## src/rtl/grid_router_rx_lock_ctrl_pkg.sv

```systemverilog
// Shared definitions for the receive-clock lock controller: per-channel state
// encoding and the retry counter field width.
package grid_router_rx_lock_ctrl_pkg;

  typedef enum logic [2:0] {
    StRst    = 3'd0,
    StWait   = 3'd1,
    StClr    = 3'd2,
    StSettle = 3'd3,
    StRun    = 3'd4,
    StFail   = 3'd5
  } state_e;

  localparam int unsigned RetryW = 4;

endpackage

```

## src/rtl/grid_router_rx_lock_chan.sv

```systemverilog
// One receive-clock channel: synchronises LOCKED, sequences MMCM reset, BUFR clear
// and settle time, and counts lock timeouts up to a failure limit.
module grid_router_rx_lock_chan
  import grid_router_rx_lock_ctrl_pkg::*;
#(
  parameter int unsigned RST_CYCLES    = 8,
  parameter int unsigned LOCK_TIMEOUT  = 65535,
  parameter int unsigned SETTLE_CYCLES = 16,
  parameter int unsigned MAX_RETRY     = 3
) (
  input  logic              clk_i,
  input  logic              rst_i,
  input  logic              locked_i,
  input  logic              rearm_i,
  output logic              mmcm_rst_o,
  output logic              bufr_clr_o,
  output logic              ready_o,
  output logic              fail_o,
  output logic [RetryW-1:0] retry_cnt_o
);

  localparam int unsigned MaxRs  = (RST_CYCLES > SETTLE_CYCLES) ? RST_CYCLES : SETTLE_CYCLES;
  localparam int unsigned MaxCyc = (LOCK_TIMEOUT > MaxRs) ? LOCK_TIMEOUT : MaxRs;
  localparam int unsigned CntW   = $clog2(MaxCyc);

  logic              sync1_q, lk_s_q;
  state_e            state_q, state_d;
  logic [CntW-1:0]   cnt_q, cnt_d;
  logic [RetryW-1:0] retry_q, retry_d, retry_inc;
  logic              mmcm_rst_q, bufr_clr_q, ready_q, fail_q;

  assign retry_inc = (retry_q == {RetryW{1'b1}}) ? retry_q : retry_q + RetryW'(1);

  always_comb begin
    state_d = state_q;
    cnt_d   = cnt_q;
    retry_d = retry_q;
    if (rearm_i) begin
      state_d = StRst;
      cnt_d   = '0;
      retry_d = '0;
    end else begin
      case (state_q)
        StRst: begin
          if (cnt_q == CntW'(RST_CYCLES - 1)) begin
            state_d = StWait;
            cnt_d   = '0;
          end else begin
            cnt_d = cnt_q + CntW'(1);
          end
        end
        StWait: begin
          if (lk_s_q) begin
            state_d = StClr;
            cnt_d   = '0;
          end else if (cnt_q == CntW'(LOCK_TIMEOUT - 1)) begin
            retry_d = retry_inc;
            cnt_d   = '0;
            state_d = (32'(retry_inc) == MAX_RETRY) ? StFail : StRst;
          end else begin
            cnt_d = cnt_q + CntW'(1);
          end
        end
        StClr: begin
          cnt_d   = '0;
          state_d = lk_s_q ? StSettle : StRst;
        end
        StSettle: begin
          if (!lk_s_q) begin
            state_d = StRst;
            cnt_d   = '0;
          end else if (cnt_q == CntW'(SETTLE_CYCLES - 1)) begin
            state_d = StRun;
            cnt_d   = '0;
            retry_d = '0;
          end else begin
            cnt_d = cnt_q + CntW'(1);
          end
        end
        StRun: begin
          if (!lk_s_q) begin
            state_d = StRst;
            cnt_d   = '0;
          end
        end
        StFail: ;
        default: begin
          state_d = StRst;
          cnt_d   = '0;
        end
      endcase
    end
  end

  // Outputs decode the next state so they change on the same edge as the state.
  always_ff @(posedge clk_i) begin
    if (rst_i) begin
      sync1_q    <= 1'b0;
      lk_s_q     <= 1'b0;
      state_q    <= StRst;
      cnt_q      <= '0;
      retry_q    <= '0;
      mmcm_rst_q <= 1'b1;
      bufr_clr_q <= 1'b0;
      ready_q    <= 1'b0;
      fail_q     <= 1'b0;
    end else begin
      sync1_q    <= locked_i;
      lk_s_q     <= sync1_q;
      state_q    <= state_d;
      cnt_q      <= cnt_d;
      retry_q    <= retry_d;
      mmcm_rst_q <= (state_d == StRst) || (state_d == StFail);
      bufr_clr_q <= (state_d == StClr);
      ready_q    <= (state_d == StRun);
      fail_q     <= (state_d == StFail);
    end
  end

  assign mmcm_rst_o  = mmcm_rst_q;
  assign bufr_clr_o  = bufr_clr_q;
  assign ready_o     = ready_q;
  assign fail_o      = fail_q;
  assign retry_cnt_o = retry_q;

endmodule

```

## src/rtl/grid_router_rx_lock_ctrl.sv

```systemverilog
// Multi-channel receive-clock lock controller: NCH independent channel sequencers
// plus a registered all-channels-ready flag.
module grid_router_rx_lock_ctrl
  import grid_router_rx_lock_ctrl_pkg::*;
#(
  parameter int unsigned NCH           = 4,
  parameter int unsigned RST_CYCLES    = 8,
  parameter int unsigned LOCK_TIMEOUT  = 65535,
  parameter int unsigned SETTLE_CYCLES = 16,
  parameter int unsigned MAX_RETRY     = 3
) (
  input  logic                  refclk,
  input  logic                  rst,
  input  logic [NCH-1:0]        locked,
  input  logic [NCH-1:0]        rearm,
  output logic [NCH-1:0]        mmcm_rst,
  output logic [NCH-1:0]        bufr_clr,
  output logic [NCH-1:0]        ready,
  output logic [NCH-1:0]        fail,
  output logic [NCH*RetryW-1:0] retry_cnt,
  output logic                  all_ready
);

  logic all_ready_q;

  for (genvar i = 0; i < NCH; i++) begin : g_chan
    grid_router_rx_lock_chan #(
      .RST_CYCLES   (RST_CYCLES),
      .LOCK_TIMEOUT (LOCK_TIMEOUT),
      .SETTLE_CYCLES(SETTLE_CYCLES),
      .MAX_RETRY    (MAX_RETRY)
    ) u_chan (
      .clk_i      (refclk),
      .rst_i      (rst),
      .locked_i   (locked[i]),
      .rearm_i    (rearm[i]),
      .mmcm_rst_o (mmcm_rst[i]),
      .bufr_clr_o (bufr_clr[i]),
      .ready_o    (ready[i]),
      .fail_o     (fail[i]),
      .retry_cnt_o(retry_cnt[RetryW*i +: RetryW])
    );
  end

  always_ff @(posedge refclk) begin
    if (rst) begin
      all_ready_q <= 1'b0;
    end else begin
      all_ready_q <= &ready;
    end
  end

  assign all_ready = all_ready_q;

endmodule

```

## config.mk

```make
export PLATFORM = sky130hd
export DESIGN_NAME = grid_router_rx_lock_ctrl
export DESIGN_NICKNAME = d
export VERILOG_FILES = /design/src/rtl/grid_router_rx_lock_ctrl_pkg.sv /design/src/rtl/grid_router_rx_lock_chan.sv /design/src/rtl/grid_router_rx_lock_ctrl.sv
export SDC_FILE = /design/constraint.sdc
export NUM_CORES = 1
export LEC_CHECK = 0
export CAP_MARGIN = 15
export CORE_ASPECT_RATIO = 1.4
export CORE_MARGIN = 2
export CORE_UTILIZATION = 50
export DETAILED_ROUTE_END_ITERATION = 7
export GPL_TIMING_DRIVEN = 0
export PLACE_DENSITY_LB_ADDON = 0.1
export SYNTH_ARGS = -nofsm -noshare
export SYNTH_HDL_FRONTEND = slang
export SYNTH_HIERARCHICAL = 1
export SYNTH_SLANG_ARGS = --single-unit
```

## constraint.sdc

```tcl
create_clock -name refclk -period 2.1 [get_ports refclk]
set_input_delay 0.42 -clock refclk [delete_from_list [all_inputs] [get_ports refclk]]
set_output_delay 0.42 -clock refclk [all_outputs]
set_load 0.02 [all_outputs]
```

Word-level counts from Yosys, hierarchy flattened
Index checks and enable logic that the tools add are counted.
{ "totals": {"ff_bits": 117, "inputBits": 10, "output_inout_bits": 33} }
{ "classes": {"n_reduce_logical": 29, "bitwise_logic": 4, "n_eq_ne": 72, "addsub": 8, "muxes": 92} }
{ "op_table": {"columns": ["op", "n"], "rows": [
  ["16-bit two-way mux", 24],
  ["16-bit case mux with 5 select lines", 4],
  ["3-bit two-way mux", 32],
  ["4-bit two-way mux", 20],
  ["3-bit case mux with 6 select lines", 4],
  ["16-bit by 1-bit adder with 16-bit output, second input constant", 4],
  ["16-bit equality test, second input constant", 4],
  ["16-bit by 3-bit equality test with 1-bit output, second input constant", 4],
  ["16-bit by 4-bit equality test with 1-bit output, second input constant", 4],
  ["3-bit equality test, second input constant", 16],
  ["3-bit by 2-bit equality test with 1-bit output, second input constant", 12],
  ["4-bit case mux with 2 select lines", 4],
  ["3-bit logical NOT", 8],
  ["2-bit by 1-bit inequality test with 1-bit output, second input constant", 12],
  ["5-bit AND reduction", 4],
  ["4-bit by 1-bit adder with 4-bit output, second input constant", 4],
  ["4-bit by 2-bit equality test with 1-bit output, second input constant", 4],
  ["4-bit equality test, second input constant", 4],
  ["2-bit inequality test, second input constant", 8],
  ["3-bit by 1-bit equality test with 1-bit output, second input constant", 4],
  ["2-bit two-way mux", 4],
  ["2-bit AND reduction", 4],
  ["2-bit nonzero test", 4],
  ["2-bit OR reduction", 4],
  ["other kinds (3)", 9]
]} }

Longest topological paths before layout
{ "depth": {"word_depth": 10, "ltp_mapped": 8, "mapped_depth_nobuf": 7} }

By module
Netlist, hierarchy kept.
{ "modules_own_cells": {"columns": ["mod", "instances", "cells_per_inst", "area_per_inst_um2", "seq_area_each_um2"], "rows": [
  ["grid_router_rx_lock_chan (g_chan[0].u_chan ...)", 3, 173, 1535.2, 580.6],
  ["grid_router_rx_lock_chan (g_chan[3].u_chan)", 1, 171, 1487.7, 580.6],
  ["grid_router_rx_lock_ctrl", 1, 3, 36.3, 20.0]
]} }

Least setup slack after synthesis
No wires, ideal clock.
{ "synth_timing": {"kind": "reg2reg", "start": "register g_chan[3].u_chan.cnt_q[8]", "end": "register g_chan[3].u_chan.cnt_q[13]", "path_stages_with_launch": 7, "setup_time_ns": 0.115, "path_slack_ns": 0.035, "required_ns": 1.985, "arrival_time_ns": 1.950, "cell_sequence": "dfxtp_1 or4_2 or4_4 nand2_2 a41o_4 buf_6 nor2_1"} }
{ "synth_between": {"elab_chain_cells": 4, "elab_cells_between_ends": 10, "classes_between": "add/sub: 1; eq/ne: 3; mux: 6"} }
{ "synth_rtl": {"columns": ["element", "line", "source"], "rows": [
  ["start: declaration", "grid_router_rx_lock_chan.sv:28", "logic [CntW-1:0] cnt_q, cnt_d;"],
  ["start signal: assignment", "grid_router_rx_lock_chan.sv:111", "cnt_q <= cnt_d;"],
  ["16-bit by 1-bit adder with 16-bit output, or another cell as far along", "grid_router_rx_lock_chan.sv:49, grid_router_rx_lock_chan.sv:61, grid_router_rx_lock_chan.sv:77", null],
  ["16-bit two-way mux (on tied branches)", "grid_router_rx_lock_chan.sv:72, grid_router_rx_lock_chan.sv:56", null],
  ["16-bit two-way mux (on tied branches)", "grid_router_rx_lock_chan.sv:69, grid_router_rx_lock_chan.sv:53", null],
  ["16-bit case mux with 5 select lines *", "grid_router_rx_lock_chan.sv:43", "case (state_q)"]
]} }
Mark *: on every way between the ends. The rest lies on a longest branch, timed or not.
A chain may end at the register's enable or synchronous reset.

Final worst setup path
{ "layout_timing": {"start": "register g_chan[0].u_chan.cnt_q[3]", "end": "register g_chan[0].u_chan.cnt_q[1]"} }
{ "layout_between": {"elab_chain_cells": 4, "elab_cells_between_ends": 9, "classes_between": "eq/ne: 3; mux: 6"} }
{ "layout_rtl": {"columns": ["element", "line"], "rows": [
  ["start: declaration", "grid_router_rx_lock_chan.sv:28"],
  ["start signal: assignment", "grid_router_rx_lock_chan.sv:111"],
  ["16-bit by 4-bit equality test with 1-bit output / 16-bit equality test (equally long branches)", "grid_router_rx_lock_chan.sv:72, grid_router_rx_lock_chan.sv:56"],
  ["16-bit two-way mux (on tied branches)", "grid_router_rx_lock_chan.sv:72, grid_router_rx_lock_chan.sv:56"],
  ["16-bit two-way mux (on tied branches)", "grid_router_rx_lock_chan.sv:69, grid_router_rx_lock_chan.sv:53"],
  ["16-bit case mux with 5 select lines *", "grid_router_rx_lock_chan.sv:43"]
]} }
Marks and branches as above.

==> impl_metrics.env <==
export IMPL_run_status="finished with violations"
export IMPL_violations="setup timing"
export IMPL_vdd_ir_drop_worst_mv=0.610
export IMPL_synthesized_netlist_cell_count=693
export IMPL_power_combinational_fraction_pct=2.9
export IMPL_detail_route_antenna_nets=0
export IMPL_dr_pass1_iters=5
export IMPL_clk_transition_reported_paths_ns=0.05
export IMPL_final_hold_violation_count=0
export IMPL_synthesis_area_sq_um=6130
export IMPL_switching_share_pct=19.4
export IMPL_pwr_share_clk_pct=57.4
export IMPL_die_h_um=135
export IMPL_antenna_cells_inserted=0
export IMPL_yosys_cell_types_count=64
export IMPL_worst_setup_path_end_kind="register"
export IMPL_routed_wire_length_per_instance_um=15.9
export IMPL_async_reset_ff_share_pct=0
export IMPL_drive_gt1_share_pct=25.7
export IMPL_cp_slowest_stage_delay_ns=0.56
export IMPL_synthSimpleGateAreaFrac_pct=32.8
export IMPL_final_min_clock_period_ns=2.15
export IMPL_detailedRoute_firstIterationViolations=227
export IMPL_ys_flop_type="sky130_fd_sc_hd__dfxtp_1"
export IMPL_num_nets_final=803
export IMPL_weighted_congestion_at_the_end_of_routability_driven_global_placement=0.793
export IMPL_synth_area_per_cell_sq_um=8.85
export IMPL_cp_required_ns=2.38
export IMPL_io_buffer_count=42
export IMPL_slowest_cell_on_crit_path="sky130_fd_sc_hd__or4_1"
export IMPL_ys_seq_elements=117
export IMPL_route_vias_total=5476
export IMPL_initial_core_util_pct=51.6
export IMPL_critical_path_start_end_classification="register to register"
export IMPL_dpl_hpwl_mm=9.82
export IMPL_power_static_leakage_nw=2.82
export IMPL_antenna_violations_before_repair=0
export IMPL_setup_violations=41
export IMPL_cts_hold_fix_buffers=0
export IMPL_grt_total_usage_pct=22.0
export IMPL_cts_root_buffer="sky130_fd_sc_hd__clkbuf_16"
export IMPL_synth_seq_area_share_pct=38.2
export IMPL_finish_instance_area_sq_um=8020
export IMPL_timing_max_slew_rel_slack_pct=38.7
export IMPL_timing_critical_path_fanout_max=6
export IMPL_startpoint_type="register"
export IMPL_yosys_warnings=6
export IMPL_cts_made_buffers=17
export IMPL_dieWidth_um=97.6
export IMPL_drv_cap=0
export IMPL_tightest_slew_ns=0.919
export IMPL_fin_hold_ws_ns=0.436
export IMPL_ioPinCount=43
export IMPL_synth_xor_area_share_pct=9.72
export IMPL_relative_contribution_of_sequential_cells_to_total_power_pct=39.7
export IMPL_floorplan_die_area_sq_um=13200
export IMPL_total_power_w=0.00567
export IMPL_syn_num_nets=715
export IMPL_rsz0062_at_grt="true"
export IMPL_drc_violation_count_after_routing=0
export IMPL_maxSlewViolCount=0
export IMPL_fp_coreArea_sq_um=11900
export IMPL_max_clock_path_buffers=2
export IMPL_finalWirelength_mm=15.0
export IMPL_power_report_internal_total_w=0.00457
export IMPL_synth_compound_area_share_pct=14.3
export IMPL_clock_skew_final_ns=0.00798
export IMPL_synth_enable_flop_cells=0
export IMPL_power_switching_w=0.00110
export IMPL_clk_latency_ns=0.41
export IMPL_crit_path_cell_trace="nand4_1, or4_1, and2_1, o31ai_4, buf_6, a211oi_2"
export IMPL_row_count=47
export IMPL_post_synth_mux_area_share_pct=0.653
export IMPL_grt_pass1_vias=5269
export IMPL_tritoncts_clock_tree="yes"
export IMPL_grt_overflow_total=0
export IMPL_flow_area_growth_from_synthesis_pct=30.8
export IMPL_hold_path_class="register to register"
export IMPL_place_area_sq_um=6730
export IMPL_synth_fa_ha_area_share_pct=2.45
export IMPL_vias_per_cell=5.82
export IMPL_arrival_ns=2.43
export IMPL_postLayoutSetupSlackWorst_ns=-0.0478
export IMPL_grt_max_degree=24
export IMPL_final_period_utilization_pct=102
export IMPL_numClockSinks=117
export IMPL_htree_num_levels=4
export IMPL_powerDensity_nw_per_um2=707
export IMPL_dominant_combinational_cell_family_by_area_after_synthesis="simple AND/OR/NAND/NOR gates"
export IMPL_max_freq_ghz=0.466
export IMPL_global_route_wire_length_before_repair_mm=24.1
## power by group through the flow
| stage | clock network [W] | registers [W] | logic, W |
|---|---|---|---|
| final | 0.00325 | 0.00225 | 0.000162 |
| after global routing | 0.00339 | 0.00225 | 0.000176 |
| after CTS | 0.00329 | 0.00225 | 0.000138 |
| after detailed placement | 0 | 0.00230 | 0.000126 |
| after global placement | 0 | 0.00230 | 0.000123 |
| after floorplan | 0 | 0.00230 | 0.0000799 |
## per-stage QoR
step           std cells  TNS [ns]  util [%]  setup slack, ns
4_1_cts              924   -0.0635      63.5          -0.0107
3_5_place_dp         882    -26.12      56.7           -0.485
3_3_place_gp         882    -19.80      56.7           -0.439
5_1_grt              941     -4.87      67.5           -0.119
6_report             941    -0.889      67.5          -0.0478
2_1_floorplan        693         0         -           0.0351
## final cells by class
type	count	area, sq um
clock buffer	24	502
clock inverter	8	168
multi-input combinational	555	4000
tap	147	184
fill	951	3860
sequential	117	2390
buffer	11	75.1
inverter	7	26.3
timing repair buffer	72	674
## layer usage
metal  vias to the layer above  track usage (%)  part of all wire, %
met5                         -                0                    0
met4                         0             9.10                  1.9
met3                        27             4.19                  2.8
met2                       122             39.3                   53
met1                      2619             25.8                   42
li1                       2708                -                    -
## cells in the mapped netlist, types with 4 or more instances
| master | count | area share [%] |
|---|---|---|
| sky130_fd_sc_hd__nor3b_1 | 4 | 0.49 |
| sky130_fd_sc_hd__o21ai_1 | 5 | 0.41 |
| sky130_fd_sc_hd__dfxtp_1 | 117 | 38 |
| sky130_fd_sc_hd__or4_4 | 8 | 1.5 |
| sky130_fd_sc_hd__nand4b_1 | 7 | 1.0 |
| sky130_fd_sc_hd__o21ai_0 | 19 | 1.6 |
| sky130_fd_sc_hd__nor2_1 | 107 | 6.6 |
| sky130_fd_sc_hd__xnor2_1 | 22 | 3.1 |
| sky130_fd_sc_hd__nor4_1 | 5 | 0.51 |
| sky130_fd_sc_hd__nand3_1 | 40 | 3.3 |
| sky130_fd_sc_hd__or4_1 | 6 | 0.73 |
| sky130_fd_sc_hd__or2_2 | 7 | 0.71 |
| sky130_fd_sc_hd__o211ai_1 | 4 | 0.49 |
| sky130_fd_sc_hd__nor4_2 | 6 | 1.2 |
| sky130_fd_sc_hd__xor2_1 | 46 | 6.6 |
| sky130_fd_sc_hd__mux2i_1 | 4 | 0.65 |
| sky130_fd_sc_hd__o21a_1 | 5 | 0.61 |
| sky130_fd_sc_hd__a211oi_1 | 15 | 1.8 |
| sky130_fd_sc_hd__nor4b_1 | 5 | 0.71 |
| sky130_fd_sc_hd__nor3_1 | 14 | 1.1 |
| sky130_fd_sc_hd__a31oi_1 | 13 | 1.3 |
| sky130_fd_sc_hd__inv_1 | 7 | 0.43 |
| sky130_fd_sc_hd__nor2b_1 | 27 | 2.8 |
| sky130_fd_sc_hd__and2_1 | 10 | 1.0 |
| sky130_fd_sc_hd__nand2_1 | 40 | 2.4 |
| sky130_fd_sc_hd__ha_1 | 12 | 2.4 |
| sky130_fd_sc_hd__and3_1 | 8 | 0.82 |
| sky130_fd_sc_hd__a21oi_1 | 20 | 1.6 |
| sky130_fd_sc_hd__nand4_1 | 25 | 2.6 |
| sky130_fd_sc_hd__and4_1 | 7 | 1.0 |
| sky130_fd_sc_hd__or3_1 | 4 | 0.41 |
| sky130_fd_sc_hd__buf_6 | 4 | 0.73 |
| sky130_fd_sc_hd__clkbuf_1 | 9 | 0.55 |
| sky130_fd_sc_hd__and3b_1 | 6 | 0.86 |
## sequential cells by signal (all words and copies together), names as in the netlist
name and count:
all_ready 1, g_chan.u_chan/bufr_clr_o 4, g_chan.u_chan/cnt_q 64, g_chan.u_chan/fail_o 4, g_chan.u_chan/lk_s_q 4, g_chan.u_chan/mmcm_rst_o 4
g_chan.u_chan/ready_o 4, g_chan.u_chan/retry_cnt_o 16, g_chan.u_chan/state_q 12, g_chan.u_chan/sync1_q 4
## worst max-delay path, delay by kind of cell (launching register included)
kind,cells,cell delay [ns]
buffers and inverters,1,0.21
DFF,1,0.44
and+or+nand+nor,3,1.03
AOI/OAI and AO/OA,2,0.34
## logic make-up after synthesis
logic type,count (synthesis)
xor+xnor,68
flops,117
buf+inv,21
mux,4
compound gates,116
simple gates,355
fa+ha+maj,12
## worst paths after layout
kind                          endpoint  cells past startpoint                 startpoint  slack [ns]
max          g_chan[0].u_chan/cnt_q[1]                      6  g_chan[0].u_chan/cnt_q[3]       -0.05
min reg2reg    g_chan[3].u_chan/lk_s_q                      1   g_chan[3].u_chan/sync1_q        0.44
min            g_chan[3].u_chan/lk_s_q                      1   g_chan[3].u_chan/sync1_q        0.44
max reg2reg  g_chan[0].u_chan/cnt_q[1]                      6  g_chan[0].u_chan/cnt_q[3]       -0.05
## cell usage in the layout, fill, tap and decap left out, drive strengths merged, types with 4 or more instances in the layout
master / count
and2: 10
clkdlybuf4s50: 41
and3b: 6
and4: 8
xor2: 46
clkbuf: 30
mux2i: 4
nor4: 11
a31oi: 13
o21a: 5
a211oi: 15
ha: 12
nor2: 107
a21boi: 5
nor2b: 27
or3: 4
or2: 7
o211ai: 4
nand2: 41
nand4b: 7
nand3: 40
nor3b: 7
nor4b: 5
and3: 8
o21ai: 27
o31ai: 4
xnor2: 22
nor3: 14
buf: 35
bufinv: 5
a21oi: 20
or4: 15
dfxtp: 117
nand4: 28
inv: 7
## timing repair
item | 4_1_cts | 5_1_grt
pin swaps | 13 | 59
cloned | 1 | 2
hold endpoints to repair | 0 | 0
setup endpoints to repair | 73 | 90
buffers inserted | 9 | 18
gates resized for setup | 27 | 106
(Power assumes the default switching activity.)
